$ cat src/rtl/pipe_reg_elastic.sv
// Elastic DEPTH-stage pipeline register. Each stage has a main register and a skid register.
// Ready comes only from registered state, so no combinational path runs from out_ready_i to in_ready_o.
module pipe_reg_elastic #(
   parameter int WIDTH = 32,
   parameter int DEPTH = 1,
   parameter logic [WIDTH-1:0] RST_VAL = '0,
   localparam int CW = $clog2(2*DEPTH+1)
) (
   input  logic             clk_i,
   input  logic             rst_i,
   input  logic             flush_i,
   input  logic             in_valid_i,
   output logic             in_ready_o,
   input  logic [WIDTH-1:0] data_i,
   output logic             out_valid_o,
   input  logic             out_ready_i,
   output logic [WIDTH-1:0] data_o,
   output logic [CW-1:0]    count_o
);

   generate
      if (DEPTH < 1) begin : g_depth_check
         $error("pipe_reg_elastic: DEPTH must be at least 1");
      end
   endgenerate

   // Index k is the input side of stage k. Index DEPTH is the chain output.
   logic [DEPTH:0]   stg_valid;
   logic [DEPTH:0]   stg_ready;
   logic [WIDTH-1:0] stg_data [DEPTH+1];

   logic          in_fire;
   logic          out_fire;
   logic [CW-1:0] count_reg;

   assign stg_valid[0]     = in_valid_i;
   assign stg_data[0]      = data_i;
   assign stg_ready[DEPTH] = out_ready_i;

   genvar gi;
   generate
      for (gi = 0; gi < DEPTH; gi++) begin : g_stage
         logic             vld_m_reg;
         logic             vld_s_reg;
         logic [WIDTH-1:0] dat_m_reg;
         logic [WIDTH-1:0] dat_s_reg;
         logic             in_xfer;
         logic             out_xfer;

         assign in_xfer            = stg_valid[gi] & stg_ready[gi];
         assign out_xfer           = vld_m_reg & stg_ready[gi+1];
         assign stg_ready[gi]      = ~vld_s_reg;
         assign stg_valid[gi+1]    = vld_m_reg;
         assign stg_data[gi+1]     = dat_m_reg;

         always_ff @(posedge clk_i) begin
            if (rst_i) begin
               vld_m_reg <= 1'b0;
               vld_s_reg <= 1'b0;
               dat_m_reg <= RST_VAL;
               dat_s_reg <= RST_VAL;
            end else if (flush_i) begin
               vld_m_reg <= 1'b0;
               vld_s_reg <= 1'b0;
            end else if (out_xfer && vld_s_reg) begin
               // The skid only fills while ready is low, so no input arrives here.
               dat_m_reg <= dat_s_reg;
               vld_s_reg <= 1'b0;
            end else if (in_xfer && (!vld_m_reg || out_xfer)) begin
               dat_m_reg <= stg_data[gi];
               vld_m_reg <= 1'b1;
            end else if (in_xfer) begin
               dat_s_reg <= stg_data[gi];
               vld_s_reg <= 1'b1;
            end else if (out_xfer) begin
               vld_m_reg <= 1'b0;
            end
         end
      end
   endgenerate

   assign in_ready_o  = ~rst_i & stg_ready[0];
   assign out_valid_o = stg_valid[DEPTH];
   assign data_o      = stg_data[DEPTH];
   assign in_fire     = in_valid_i & in_ready_o;
   assign out_fire    = out_valid_o & out_ready_i;
   assign count_o     = count_reg;

   always_ff @(posedge clk_i) begin
      if (rst_i || flush_i) begin
         count_reg <= '0;
      end else if (in_fire && !out_fire) begin
         count_reg <= count_reg + CW'(1);
      end else if (out_fire && !in_fire) begin
         count_reg <= count_reg - CW'(1);
      end
   end

endmodule
$ cat config.mk
export PLATFORM = sky130hd
export DESIGN_NAME = pipe_reg_elastic
export DESIGN_NICKNAME = d
export VERILOG_FILES = /design/src/rtl/pipe_reg_elastic.sv
export SDC_FILE = /design/constraint.sdc
export NUM_CORES = 1
export LEC_CHECK = 0
export BUFFER_PORTS_ARGS = -buffer_cell sky130_fd_sc_hd__buf_4
export CORE_UTILIZATION = 50
export CTS_BUF_LIST = sky130_fd_sc_hd__clkbuf_16
export CTS_CLUSTER_DIAMETER = 30
export CTS_CLUSTER_SIZE = 24
export DETAILED_ROUTE_END_ITERATION = 12
export GPL_TIMING_DRIVEN = 0
export PLACE_DENSITY_LB_ADDON = 0.3
export SETUP_SLACK_MARGIN = 0.5
export SLEW_MARGIN = 20
export SYNTH_ARGS = -nofsm -noshare
export SYNTH_HDL_FRONTEND = slang
export SYNTH_SLANG_ARGS = --single-unit
$ cat constraint.sdc
create_clock -name clk_i -period 4 [get_ports clk_i]
set_input_delay 0.8 -clock clk_i [delete_from_list [all_inputs] [get_ports clk_i]]
set_output_delay 0.8 -clock clk_i [all_outputs]
set_load 0.03 [all_outputs]
==> impl_metrics.ini, run 1 <==
[clock_tree]
cts_made_buffers = 9
clk_latency_ns = 0.33
postCtsHoldBufs = 0
post-cts-setup-buffers = 0
cts.sinks = 68
cts_tree = yes
h-tree-depth = 3
cts.path.max_buffers = 2
cts.clk_slew.worst_paths_ns = 0.05
cts.repair.resized = 0
root_buffer = clkbuf_16

[floorplan]
start_util = 0.5253
die-area_um2 = 5698
rows = 26
die_h_um = 75.49
ios = 73
die_w_um = 75.49
core_um2 = 5140

[finish]
mostFrequentLayoutCells = nand2_1 (129), buf_4 (71), dfxtp_1 (68)
final_common_cell = nand2_1
area_delta_synth_final_pct = 35.59
nets = 463
layout-drive-gt1-share = 0.2186
num_antenna_cells = 0
fin_cells = 500

[hold_path]
min_from = g_stage[0].dat_s_reg[0]
hp-class = reg -> reg
hold_depth = 2
holdPathEnd = g_stage[0].dat_s_reg[0]

[route]
ant_nets = 0
drc = 0
via_per_inst = 5.198
drtIter0Drc = 171
dr.pass1.iters = 4
drt_wl_total_um = 6714
routedWlPerCell_um = 13.43
vias = 2599

[synthesis]
syn_nets = 381
synth_seq_area_share = 0.5042
postSynthCellCount = 343
syn_area_per_cell_um2 = 7.872
syn_area_um2 = 2700
yosys_warnings = 0
ys_ff_latch = 68
synth_cell_types = 23

[pwr]
ir_worst_vdd_uv = 327.4
internal_power_mw = 1.397
switchingPower_mw = 0.4299
power_frac_seq = 0.395
pwr-share-clk = 0.491
p_leak_nw = 1.460
p_comb_frac = 0.115
sw_frac_of_total = 0.2353
p_per_area_nw_per_um2 = 499.1

[status]
status = finished, final reports clean

[placed_design]
gp_congestion = 0.7446
post-dp-hpwl_um = 4591
dp_cells = 484
port_buffers = 71

[sta]
setup-tns-final_ns = 0
period_minus_slack_ns = 2.611
slew_viol_final = 0
fin_skew_ns = 0.006767
rsz0062_at_grt = no
fmax_mhz = 382.9
finalHoldViolCount = 0
setup_viol = 0
slew-limit-headroom = 0.6064
min_period_over_period = 0.6528
tightest_slew_ns = 0.5889

[worst_setup_path]
r2r_cells = 5
arrival_ns = 1.81
start_kind = input port
r2r_end = g_stage[0].dat_s_reg[1]
worstPathMaxFanout = 10
r2r_start = g_stage[0].vld_s_reg
crit_type = in -> out
cp_data_required_time_ns = 3.20
r2r_setup_slack_ns = 2.05
critPathCaptureType = output port

[flow_run]
max-cap-violations = 0

[global_route]
grt_pass1_wl_um = 10820
grt_pass1_vias = 2335
antenna_found_initial = 0
grt_max_degree = 13
overflow = 0
gr-usage-all-layers = 0.2567
==> how the worst max path moves through the flow <==
stage          start          to  slack [ns]  cells past startpoint
4_1_cts        rst_i  in_ready_o        1.43                      4
6_report       rst_i  in_ready_o        1.39                      4
3_5_place_dp   rst_i  in_ready_o        1.43                      4
3_3_place_gp   rst_i  in_ready_o        1.42                      4
5_1_grt        rst_i  in_ready_o        1.35                      4
2_1_floorplan  rst_i  in_ready_o        1.65                      3
==> layout make-up <==
class | count | area (um2)
Fill cell | 420 | 1479
Sequential cell | 68 | 1361
Multi-Input combinational cell | 246 | 1204
Timing Repair Buffer | 71 | 533.0
Clock buffer | 9 | 225.2
Buffer | 28 | 131.4
Clock inverter | 7 | 115.1
Tap cell | 70 | 87.58
Inverter | 1 | 3.754
==> synth_stat cells <==
| cell | n | share of area |
|---|---|---|
| buf_6 | 3 | 0.013 |
| and3_1 | 1 | 0.0023 |
| nor4b_2 | 1 | 0.0056 |
| nand2_1 | 129 | 0.18 |
| buf_2 | 3 | 0.0056 |
| or4b_1 | 1 | 0.0037 |
| nand3_1 | 1 | 0.0019 |
| a21oi_1 | 33 | 0.061 |
| nor3_1 | 2 | 0.0037 |
| clkbuf_1 | 22 | 0.031 |
| o21ai_0 | 1 | 0.0019 |
| a2111oi_0 | 1 | 0.0032 |
| a311oi_1 | 32 | 0.10 |
| inv_1 | 1 | 0.0014 |
| a211oi_4 | 1 | 0.0074 |
| xnor2_1 | 1 | 0.0032 |
| dfxtp_1 | 68 | 0.50 |
| ha_1 | 1 | 0.0046 |
| nand2b_1 | 1 | 0.0023 |
| or2_1 | 1 | 0.0023 |
| nor2_1 | 36 | 0.050 |
| xor2_1 | 2 | 0.0065 |
| a211oi_1 | 1 | 0.0028 |
==> worst max-delay path, stage by stage <==
cell and delay (ns):
clkbuf_1 0.28, clkbuf_1 0.47, nor2_1 0.08, buf_4 0.18
==> kinds of logic after synthesis <==
logic type	count (synthesis)	synth area share
AOI/OAI and AO/OA	69	0.1803
xor gates and xnor gates	3	0.009733
adders and majority gates	1	0.004633
buffers and inverters	29	0.05004
DFF	68	0.5042
and+or+nand+nor	173	0.2512
==> metrics by stage <==
stage	instance area [um2]	setup slack (ns)	total power [mW]	hold slack, ns	utilization
finish	3661	1.389	1.827	0.4547	0.7123
floorplan	2700	1.648	0.8536	0.4366	-
detailed placement	3321	1.427	0.9457	0.4465	0.6461
CTS	3661	1.431	1.832	0.4536	0.7123
global placement	3321	1.417	0.9417	0.4415	0.6461
global route	3661	1.351	1.881	0.4696	0.7123
==> layer usage <==
metal / up-vias / wire length, um / global-route usage
met3: 12 / 412 / 0.04630
met4: 0 / 117 / 0.1070
met2: 90 / 3244 / 0.4246
met5: - / 0 / 0
met1: 1173 / 2939 / 0.3311
li1: 1324 / - / -
==> power groups by stage <==
stage                     sequential [mW]  clock, mW  combinational [mW]
after global routing                0.724      0.929               0.227
after detailed placement            0.736          0               0.210
after global placement              0.735          0               0.207
final                               0.721      0.896               0.209
after CTS                           0.721      0.900               0.211
after floorplan                     0.782          0              0.0716
Note: power is estimated with default switching activity, not from simulation.
==> run 2: changes to the inputs <==
- CORE_UTILIZATION: 50 -> 47
- clock period: 4 -> 2.2 ns (I/O delays scaled with it)
==> run 2 against run 1 <==
  * Clock power is 35% higher
  * Largest cell class unchanged
  * Highest routed layer unchanged
  * Wire length is 1.4% lower
  * Via count is 1.2% higher
  * Largest power group is now registers
==> impl_metrics.ini, run 2 (synthesis results as in run 1) <==
[status]
status = finished, final reports clean

[worst_setup_path]
r2r_start = g_stage[0].vld_s_reg
crit_path_max_incr_delay_ns = 0.29
crit_slowest_cell = clkbuf_4
path_buf_inv = 3
crit_type = in -> out
worstPathMaxFanout = 10
start_kind = input port
critPathCaptureType = output port
cp_top_family = buffers and inverters
crit_chain = clkbuf_1, clkbuf_4, nor2_1, buf_4
cp_data_required_time_ns = 1.76
crit_path_start = rst_i
r2r_setup_slack_ns = 0.56
arrival_ns = 1.21

[hold_path]
min_from = flush_i
hp-class = in -> reg

[finish]
layout-drive-gt1-share = 0.2512
final_common_cell = nand2_1
nets = 464
area_delta_synth_final_pct = 35.22
num_antenna_cells = 0
fin_cells = 502
n_fill_cell = 481
mostFrequentLayoutCells = nand2_1 (128), buf_4 (74), dfxtp_1 (66)

[floorplan]
core_um2 = 5507
die_h_um = 77.80
die-area_um2 = 6052
start_util = 0.4903
ios = 73
rows = 27
die_w_um = 77.80

[sta]
slew-limit-headroom = 0.6750
period_minus_slack_ns = 1.654
setup-tns-final_ns = 0
slew_viol_final = 0
setup_viol = 0
fin_skew_ns = 0.005477
finalHoldViolCount = 0
hold_slack_ns = 0.3691
fmax_mhz = 604.5
tightest_slew_ns = 0.4875
min_period_over_period = 0.7520
rsz0062_at_grt = no

[route]
via_per_inst = 5.239
drc = 0
dr.pass1.iters = 5
routedWlPerCell_um = 13.19
vias = 2630
drt_wl_total_um = 6623
ant_nets = 0
drtIter0Drc = 139

[global_route]
gr-usage-all-layers = 0.2276
grt_max_degree = 11
overflow = 0
antenna_found_initial = 0
grt_pass1_wl_um = 10670
grt_pass1_vias = 2350

[placed_design]
post-dp-hpwl_um = 4567
gp_congestion = 0.7865
dp_cells = 486
port_buffers = 71

[pwr]
p_leak_nw = 1.482
p_per_area_nw_per_um2 = 799.0
ir_worst_vdd_uv = 440.6

[clock_tree]
cts.path.max_buffers = 2
cts.sinks = 68
cts.clk_slew.worst_paths_ns = 0.05
cts_made_buffers = 9
cts_tree = yes
clk_latency_ns = 0.32
root_buffer = clkbuf_16
h-tree-depth = 3

[flow_run]
max-cap-violations = 0
run 2: cell type report:
type | instances | area [um2] | share of cell area
Clock inverter | 6 | 25.02 | 0.006854
Multi-Input combinational cell | 246 | 1232 | 0.3376
Timing Repair Buffer | 72 | 553.0 | 0.1515
Buffer | 28 | 155.1 | 0.04249
Inverter | 1 | 3.754 | 0.001028
Sequential cell | 68 | 1366 | 0.3742
Clock buffer | 9 | 225.2 | 0.06169
Tap cell | 72 | 90.09 | 0.02467
run 2: power by group:
part | total, mW | switching, mW | internal [mW] | leakage, nW
clock network | 1.21 | 0.480 | 0.734 | 0.133
logic | 0.391 | 0.226 | 0.165 | 0.794
registers | 1.31 | 0.0296 | 1.28 | 0.555
total | 2.92 | 0.736 | 2.18 | 1.48
run 2: worst paths after layout:
kind                                                 to  cells after the start
worst min register to register  g_stage[0].dat_s_reg[3]                      2
worst max register to register  g_stage[0].dat_s_reg[0]                      6
worst min-delay path                        out_valid_o                      2
worst max-delay path                         in_ready_o                      4
run 2: timing repair:
action | 4_1_cts | 5_1_grt
resized for setup | 10 | 18
hold buffers | 0 | 0
setup buffers | 1 | 0
setup endpoints to repair | 59 | 53
pin swaps | 1 | 0
run 2: metal layers:
metal | global-route usage | up-vias | part of all wire
li1 | - | 1327 | -
met2 | 0.3814 | 88 | 0.50
met1 | 0.2818 | 1204 | 0.43
met3 | 0.05176 | 11 | 0.061
met4 | 0.09057 | 0 | 0.015
met5 | 0 | - | 0
run 2: through the flow:
step,utilization,setup WS (ns),instance area [um2],power [mW]
global placement,0.6040,0.3149,3326,1.712
detailed placement,0.6040,0.2733,3326,1.717
floorplan,-,0.5807,2703,1.552
finish,0.6630,0.5457,3651,2.917
global route,0.6630,0.4928,3651,3.026
CTS,0.6569,0.5074,3617,2.925
run 2: worst reg2reg max path, delay by kind of cell, from the launching register on:
kind,cells,cell delay [ns]
AOI/OAI and AO/OA,1,0.07
buffers and inverters,2,0.35
DFF,1,0.36
and+or+nand+nor,3,0.74
